==> src/rtl/ahb_req_capture_if.sv <==
// AHB slave-side bus plus the request/response stream toward the bridge core.
interface ahb_req_capture_if #(
  parameter int unsigned AHB_DATA_WIDTH    = 64,
  parameter int unsigned AHB_ADDRESS_WIDTH = 32
);
  logic [AHB_ADDRESS_WIDTH-1:0] HADDR;
  logic [1:0]                   HTRANS;
  logic                         HWRITE;
  logic [2:0]                   HSIZE;
  logic [2:0]                   HBURST;
  logic [AHB_DATA_WIDTH-1:0]    HWDATA;
  logic                         HREADY;
  logic                         HRESP;
  logic [AHB_DATA_WIDTH-1:0]    HRDATA;

  logic                         req_valid;
  logic                         req_ready;
  logic [AHB_ADDRESS_WIDTH-1:0] req_addr;
  logic                         req_write;
  logic [2:0]                   req_size;
  logic [AHB_DATA_WIDTH-1:0]    req_wdata;
  logic                         req_last;
  logic                         rsp_valid;
  logic [AHB_DATA_WIDTH-1:0]    rsp_rdata;

  modport slave (
    input  HADDR, HTRANS, HWRITE, HSIZE, HBURST, HWDATA,
    input  req_ready, rsp_valid, rsp_rdata,
    output HREADY, HRESP, HRDATA,
    output req_valid, req_addr, req_write, req_size, req_wdata, req_last
  );

  modport master (
    output HADDR, HTRANS, HWRITE, HSIZE, HBURST, HWDATA,
    output req_ready, rsp_valid, rsp_rdata,
    input  HREADY, HRESP, HRDATA,
    input  req_valid, req_addr, req_write, req_size, req_wdata, req_last
  );
endinterface

==> src/rtl/ahb_req_capture.sv <==
// AHB slave front end: captures address/data phases into a request FIFO for the
// bridge core and returns HRDATA/HREADY/HRESP to the master.
module ahb_req_capture #(
  parameter int unsigned AHB_DATA_WIDTH    = 64,
  parameter int unsigned AHB_ADDRESS_WIDTH = 32,
  parameter int unsigned FIFO_DEPTH        = 4
) (
  input  logic             HCLK,
  input  logic             HRESETn,
  ahb_req_capture_if.slave bus
);
  localparam int unsigned DW       = AHB_DATA_WIDTH;
  localparam int unsigned AW       = AHB_ADDRESS_WIDTH;
  localparam int unsigned PTR_W    = $clog2(FIFO_DEPTH);
  localparam int unsigned CNT_W    = PTR_W + 1;
  localparam int unsigned MAX_SIZE = $clog2(DW / 8);
  localparam int unsigned BEAT_W   = 4;

  localparam logic [1:0] TR_IDLE   = 2'b00;
  localparam logic [1:0] TR_NONSEQ = 2'b10;
  localparam logic [1:0] TR_SEQ    = 2'b11;
  localparam logic [2:0] BURST_INCR = 3'b001;

  typedef enum logic [2:0] {
    ST_ADDR, ST_WR, ST_RD, ST_RWAIT, ST_RDONE, ST_ERR1, ST_ERR2
  } state_e;

  typedef struct packed {
    logic [AW-1:0] addr;
    logic          write;
    logic [2:0]    size;
    logic [DW-1:0] wdata;
    logic          last;
  } req_t;

  state_e              state_q, state_d;
  logic [AW-1:0]       addr_q, addr_d;
  logic [2:0]          size_q, size_d;
  logic                incr_q, incr_d;
  logic [BEAT_W-1:0]   beats_q, beats_d;
  logic [CNT_W-1:0]    count_q, count_d;
  logic [PTR_W-1:0]    wr_ptr_q, wr_ptr_d;
  logic [PTR_W-1:0]    rd_ptr_q, rd_ptr_d;
  logic [DW-1:0]       hrdata_q, hrdata_d;
  req_t                mem_q [FIFO_DEPTH];
  req_t                mem_d [FIFO_DEPTH];

  logic                space_c, hready_c, hresp_c;
  logic                xfer_c, size_err_c, last_c, push_c, pop_c;
  logic [BEAT_W-1:0]   burst_len_m1_c;
  req_t                entry_c, head_c;

  assign space_c    = (count_q < CNT_W'(FIFO_DEPTH));
  assign xfer_c     = (bus.HTRANS == TR_NONSEQ) || (bus.HTRANS == TR_SEQ);
  assign size_err_c = (bus.HSIZE > 3'(MAX_SIZE));
  assign pop_c      = (count_q != '0) && bus.req_ready;

  // INCR bursts end when the bus shows IDLE or a fresh NONSEQ behind the current beat
  assign last_c = incr_q ? ((bus.HTRANS == TR_IDLE) || (bus.HTRANS == TR_NONSEQ))
                         : (beats_q == '0);

  // HREADY/HRESP depend on registered state and count only
  always_comb begin
    hready_c = 1'b0;
    hresp_c  = 1'b0;
    unique case (state_q)
      ST_ADDR, ST_RDONE: hready_c = 1'b1;
      ST_WR:             hready_c = space_c;
      ST_ERR1:           hresp_c  = 1'b1;
      ST_ERR2: begin
        hready_c = 1'b1;
        hresp_c  = 1'b1;
      end
      default: ;
    endcase
  end

  always_comb begin
    burst_len_m1_c = '0;
    unique case (bus.HBURST)
      3'b010, 3'b011: burst_len_m1_c = BEAT_W'(3);
      3'b100, 3'b101: burst_len_m1_c = BEAT_W'(7);
      3'b110, 3'b111: burst_len_m1_c = BEAT_W'(15);
      default:        burst_len_m1_c = '0;
    endcase
  end

  // Data-phase progress, then the address-phase transition whenever HREADY is high
  always_comb begin
    state_d  = state_q;
    addr_d   = addr_q;
    size_d   = size_q;
    incr_d   = incr_q;
    beats_d  = beats_q;
    hrdata_d = hrdata_q;
    push_c   = 1'b0;
    unique case (state_q)
      ST_WR: push_c = space_c;
      ST_RD: begin
        if (space_c) begin
          push_c  = 1'b1;
          state_d = ST_RWAIT;
        end
      end
      ST_RWAIT: begin
        if (bus.rsp_valid) begin
          hrdata_d = bus.rsp_rdata;
          state_d  = ST_RDONE;
        end
      end
      ST_ERR1: state_d = ST_ERR2;
      default: ;
    endcase
    if (hready_c) begin
      state_d = ST_ADDR;
      if (xfer_c) begin
        if (bus.HTRANS == TR_NONSEQ) begin
          beats_d = burst_len_m1_c;
        end else begin
          beats_d = (beats_q == '0) ? '0 : beats_q - BEAT_W'(1);
        end
        if (size_err_c) begin
          state_d = ST_ERR1;
        end else begin
          state_d = bus.HWRITE ? ST_WR : ST_RD;
          addr_d  = bus.HADDR;
          size_d  = bus.HSIZE;
          incr_d  = (bus.HBURST == BURST_INCR);
        end
      end
    end
  end

  // Request FIFO; a full FIFO refuses a push even when it pops in the same cycle
  always_comb begin
    mem_d          = mem_q;
    wr_ptr_d       = wr_ptr_q;
    rd_ptr_d       = rd_ptr_q;
    entry_c.addr   = addr_q;
    entry_c.write  = (state_q == ST_WR);
    entry_c.size   = size_q;
    entry_c.wdata  = (state_q == ST_WR) ? bus.HWDATA : '0;
    entry_c.last   = last_c;
    if (push_c) begin
      mem_d[wr_ptr_q] = entry_c;
      wr_ptr_d        = wr_ptr_q + PTR_W'(1);
    end
    if (pop_c) begin
      rd_ptr_d = rd_ptr_q + PTR_W'(1);
    end
    count_d = count_q + CNT_W'(push_c) - CNT_W'(pop_c);
  end

  always_ff @(posedge HCLK or negedge HRESETn) begin
    if (!HRESETn) begin
      state_q  <= ST_ADDR;
      addr_q   <= '0;
      size_q   <= '0;
      incr_q   <= 1'b0;
      beats_q  <= '0;
      count_q  <= '0;
      wr_ptr_q <= '0;
      rd_ptr_q <= '0;
      hrdata_q <= '0;
      for (int i = 0; i < int'(FIFO_DEPTH); i++) begin
        mem_q[i] <= '0;
      end
    end else begin
      state_q  <= state_d;
      addr_q   <= addr_d;
      size_q   <= size_d;
      incr_q   <= incr_d;
      beats_q  <= beats_d;
      count_q  <= count_d;
      wr_ptr_q <= wr_ptr_d;
      rd_ptr_q <= rd_ptr_d;
      hrdata_q <= hrdata_d;
      mem_q    <= mem_d;
    end
  end

  assign head_c        = mem_q[rd_ptr_q];
  assign bus.HREADY    = hready_c;
  assign bus.HRESP     = hresp_c;
  assign bus.HRDATA    = hrdata_q;
  assign bus.req_valid = (count_q != '0);
  assign bus.req_addr  = head_c.addr;
  assign bus.req_write = head_c.write;
  assign bus.req_size  = head_c.size;
  assign bus.req_wdata = head_c.wdata;
  assign bus.req_last  = head_c.last;
endmodule
==> src/flat_wrapper.sv <==
// flat-port wrapper written by rule: the top's interface ports become plain ports
module ahb_req_capture_flat 
#(
  parameter int unsigned AHB_DATA_WIDTH    = 64,
  parameter int unsigned AHB_ADDRESS_WIDTH = 32,
  parameter int unsigned FIFO_DEPTH        = 4
)
  (HCLK, HRESETn, bus_HADDR, bus_HTRANS, bus_HWRITE, bus_HSIZE, bus_HBURST, bus_HWDATA, bus_req_ready, bus_rsp_valid, bus_rsp_rdata, bus_HREADY, bus_HRESP, bus_HRDATA, bus_req_valid, bus_req_addr, bus_req_write, bus_req_size, bus_req_wdata, bus_req_last);
  ahb_req_capture_if #(.AHB_DATA_WIDTH(AHB_DATA_WIDTH), .AHB_ADDRESS_WIDTH(AHB_ADDRESS_WIDTH)) bus_i ();
  input  logic HCLK;
  input  logic HRESETn;
  input wire logic [$bits(bus_i.HADDR)-1:0] bus_HADDR;
  input wire logic [$bits(bus_i.HTRANS)-1:0] bus_HTRANS;
  input wire logic [$bits(bus_i.HWRITE)-1:0] bus_HWRITE;
  input wire logic [$bits(bus_i.HSIZE)-1:0] bus_HSIZE;
  input wire logic [$bits(bus_i.HBURST)-1:0] bus_HBURST;
  input wire logic [$bits(bus_i.HWDATA)-1:0] bus_HWDATA;
  input wire logic [$bits(bus_i.req_ready)-1:0] bus_req_ready;
  input wire logic [$bits(bus_i.rsp_valid)-1:0] bus_rsp_valid;
  input wire logic [$bits(bus_i.rsp_rdata)-1:0] bus_rsp_rdata;
  output wire logic [$bits(bus_i.HREADY)-1:0] bus_HREADY;
  output wire logic [$bits(bus_i.HRESP)-1:0] bus_HRESP;
  output wire logic [$bits(bus_i.HRDATA)-1:0] bus_HRDATA;
  output wire logic [$bits(bus_i.req_valid)-1:0] bus_req_valid;
  output wire logic [$bits(bus_i.req_addr)-1:0] bus_req_addr;
  output wire logic [$bits(bus_i.req_write)-1:0] bus_req_write;
  output wire logic [$bits(bus_i.req_size)-1:0] bus_req_size;
  output wire logic [$bits(bus_i.req_wdata)-1:0] bus_req_wdata;
  output wire logic [$bits(bus_i.req_last)-1:0] bus_req_last;
  assign bus_i.HADDR = bus_HADDR;
  assign bus_i.HTRANS = bus_HTRANS;
  assign bus_i.HWRITE = bus_HWRITE;
  assign bus_i.HSIZE = bus_HSIZE;
  assign bus_i.HBURST = bus_HBURST;
  assign bus_i.HWDATA = bus_HWDATA;
  assign bus_i.req_ready = bus_req_ready;
  assign bus_i.rsp_valid = bus_rsp_valid;
  assign bus_i.rsp_rdata = bus_rsp_rdata;
  assign bus_HREADY = bus_i.HREADY;
  assign bus_HRESP = bus_i.HRESP;
  assign bus_HRDATA = bus_i.HRDATA;
  assign bus_req_valid = bus_i.req_valid;
  assign bus_req_addr = bus_i.req_addr;
  assign bus_req_write = bus_i.req_write;
  assign bus_req_size = bus_i.req_size;
  assign bus_req_wdata = bus_i.req_wdata;
  assign bus_req_last = bus_i.req_last;
  ahb_req_capture #(.AHB_DATA_WIDTH(AHB_DATA_WIDTH), .AHB_ADDRESS_WIDTH(AHB_ADDRESS_WIDTH), .FIFO_DEPTH(FIFO_DEPTH)) u_core (.HCLK(HCLK), .HRESETn(HRESETn), .bus(bus_i));
endmodule
==> config.mk <==
export PLATFORM = sky130hd
export DESIGN_NAME = ahb_req_capture_flat
export DESIGN_NICKNAME = d
export VERILOG_FILES = /design/src/rtl/ahb_req_capture_if.sv /design/src/rtl/ahb_req_capture.sv /design/src/flat_wrapper.sv
export SDC_FILE = /design/constraint.sdc
export NUM_CORES = 1
export LEC_CHECK = 0
export BUFFER_PORTS_ARGS = -buffer_cell sky130_fd_sc_hd__buf_2
export CORE_ASPECT_RATIO = 2
export CORE_MARGIN = 2
export CORE_UTILIZATION = 50
export CTS_BUF_LIST = sky130_fd_sc_hd__clkbuf_16
export CTS_CLUSTER_SIZE = 12
export DETAILED_ROUTE_END_ITERATION = 7
export GPL_ROUTABILITY_DRIVEN = 0
export PLACE_DENSITY_LB_ADDON = 0.25
export SLEW_MARGIN = 30
export SYNTH_ARGS = -nofsm -noshare
export SYNTH_HDL_FRONTEND = slang
export SYNTH_SLANG_ARGS = --single-unit
==> constraint.sdc <==
create_clock -name HCLK -period 5 [get_ports HCLK]
set_clock_uncertainty 0.05 [all_clocks]
set_input_delay 0.25 -clock HCLK [delete_from_list [all_inputs] [get_ports HCLK]]
set_output_delay 0.25 -clock HCLK [all_outputs]
set_load 0.1 [all_outputs]
==> impl_metrics.ini <==
[outcome]
status = complete, no violations

[sta]
finalCritPeriodShare = 0.614
fmax_mhz = 326
relSlewSlack = 0.359
period_minus_slack_ns = 3.07
tightest_slew_ns = 0.962
finalHoldViolCount = 0
rsz0062_at_grt = no
holdWs_ns = 0.0175
setup_viol = 0
setup-tns-final_ns = 0
slew_violations = 0

[final_layout]
num-nets-final = 1968
fillers = 3367
syn_to_final_growth_pct = 21.5
drive_gt1_frac = 0.370

[routing]
via_per_inst = 5.58
highest_layer = met4
drtPass1Iterations = 5
wl_met2_um = 28900
dr_wl_met3_um = 2030
vias = 13100
ant_nets = 0
wirelength_um = 53300
drc = 0
wl_met1_um = 20600
wl_per_cell_um = 22.6
drt_iter0_drc = 584

[grt]
grt-ovfl-total = 0
grt_max_degree = 151
antenna_found_initial = 2
grt_pass1_wl_um = 83900
gr-usage-all-layers = 0.232
grt_pass1_vias = 14900

[clock_tree]
cts_buffers = 50
htreeDepth = 2
path_clk_slew_ns = 0.06
post_cts_buffers = 0
cts_tree = built
cts_root_buf = clkbuf_16
clock-sinks = 518
clock_latency_ns = 0.56
cts_max_path_buffers = 3

[synthesis]
syn_inst = 1351
syn_avg_cell_area_um2 = 16.5
syn_nets = 1531
ys_top_cells_by_area = dfrtp_1 (58%), mux2_1 (18%), mux4_2 (10%)
synth_top_area_share = 0.583
ys_ff_latch = 518
synth-edff-count = 0
yosysTopAreaCell = dfrtp_1
synth_flop_cell = dfrtp_1
synthesis.area_um2 = 22200
ys_warn_count = 0
ys_seq_area_frac = 0.583
yosys.cell_types.count = 41
synthArstFlopShare = 1.00

[worst_setup_path]
startpoint_type = register
worstPathCellList = buf_12 -> mux4_2 -> buf_2
worstPathMaxFanout = 53
crit_type = register to output port
worst_path_largest_cell_delay_ns = 0.98
arrival_ns = 2.77
cp_slowest_cell = dfrtp_4
reg2reg_depth = 4
endpoint_kind = output port
required_ns = 4.70

[placed_design]
port_buffers = 340
hpwlAfterDp_um = 33900

[floorplan]
fp-row-count = 109
start_util = 0.505
ioPinCount = 341
fp.dieH_um = 302
dieWidth_um = 153
die_area_um2 = 46300
coreArea_um2 = 44100

[hold_path]
hold_path.class = input pin to register
hold_path_depth = 3

[job]
drv_cap = 0
==> state kept, by name, indices dropped and copies added, names as in the netlist <==
signal             cells
u_core.state_q         3
u_core.count_q         3
u_core.beats_q         4
u_core.wr_ptr_q        2
u_core.addr_q         32
u_core.mem_q         404
u_core.rd_ptr_q        2
u_core.bus.HRDATA     64
u_core.size_q          3
u_core.incr_q          1
==> area by class of cell <==
cell class / count / area (um2) / share of cell area
Clock inverter: 12 / 77.6 / 0.00287
Timing Repair Buffer: 473 / 3090 / 0.114
Clock buffer: 50 / 1250 / 0.0463
Multi-Input combinational cell: 735 / 8900 / 0.329
Antenna cell: 1 / 2.50 / 0.0000926
Inverter: 10 / 37.5 / 0.00139
Sequential cell: 518 / 13000 / 0.480
Tap cell: 555 / 694 / 0.0257
==> cells by family (layout without fill, tap and decap cells) <==
kind of cell    after synthesis  count (layout)  share of synthesized area
flops                       518             518                      0.583
compound gates               21              21                    0.00692
simple gates                 94              94                     0.0259
other cells                   0               1                          0
buf+inv                      98             545                     0.0197
mux                         607             607                      0.358
xor+xnor                      6               6                    0.00236
fa+ha+maj                     7               7                    0.00427
==> synthesized netlist by cell type (all sizes together), types with 2 or more instances <==
cell type,number
o32a,2
buf,57
clkbuf,31
ha,6
nand4,2
xor2,3
o21ai,5
and2,67
nand2b,2
nor2b,2
xnor2,3
nand3,6
nand2,4
mux4,101
a21oi,3
mux2,503
inv,10
nor2,3
o2bb2ai,3
or2,2
mux2i,3
dfrtp,518
==> placed cells by master, fill, tap and decap left out, types with 2 or more instances in the layout <==
master / count
nand3_4: 4
nand2_1: 4
a21oi_1: 3
o2bb2ai_1: 3
xor2_1: 3
mux2_1: 365
inv_6: 2
buf_4: 14
nor2_1: 3
dfrtp_1: 516
dfrtp_4: 2
dlygate4sd3_1: 112
nor2b_1: 2
ha_1: 6
or2_2: 2
clkinv_2: 2
mux4_2: 101
mux2i_1: 3
mux2_2: 138
nand4_1: 2
nand2b_1: 2
buf_12: 5
inv_1: 15
nand3_1: 2
xnor2_1: 3
clkbuf_16: 50
and2_1: 67
buf_16: 2
o32a_1: 2
o21ai_0: 4
buf_2: 339
==> worst max-delay path, delay by kind of cell (launching register included) <==
family	cells	cell delay, ns
buffers and inverters	2	0.87
DFF	1	0.98
muxes	1	0.32
==> worst paths after layout <==
kind,slack (ns),startpoint,endpoint
setup / recovery,1.93,u_core.rd_ptr_q[1],bus_req_addr[17]
hold / removal,0.02,bus_HWDATA[23],u_core.mem_q[327]
setup reg to reg,1.98,u_core.state_q[1],u_core.mem_q[5]
hold reg to reg,0.43,u_core.bus.HRDATA[6],u_core.bus.HRDATA[6]
max in group asynchronous,3.24,HRESETn,u_core.bus.HRDATA[10]
min in group asynchronous,0.14,HRESETn,u_core.mem_q[91]
==> routing by layer <==
layer / global-route usage / vias to the layer above
met1: 0.280 / 6935
met3: 0.0338 / 81
li1: - / 5776
met5: 0 / -
met2: 0.426 / 350
met4: 0.0800 / 0
==> stage by stage <==
step / std cells / util / worst slack (ns) / instance area (um2)
final: 2354 / 0.614 / 1.93 / 27000
after global routing: 2354 / 0.614 / 1.82 / 27000
after CTS: 2351 / 0.612 / 1.55 / 27000
after detailed placement: 2177 / 0.557 / 1.96 / 24500
after global placement: 2177 / 0.557 / 2.00 / 24500
after floorplan: 1351 / - / 2.79 / 22200
==> timing repair <==
item | in CTS | in global routing
hold buffers | 112 | 0
hold endpoints to repair | 220 | 0
setup endpoints to repair | 0 | 0
resized for setup | 0 | 0
Power is not shown: default switching activity piles up to over one toggle a cycle in this logic, so the estimate is an artifact.
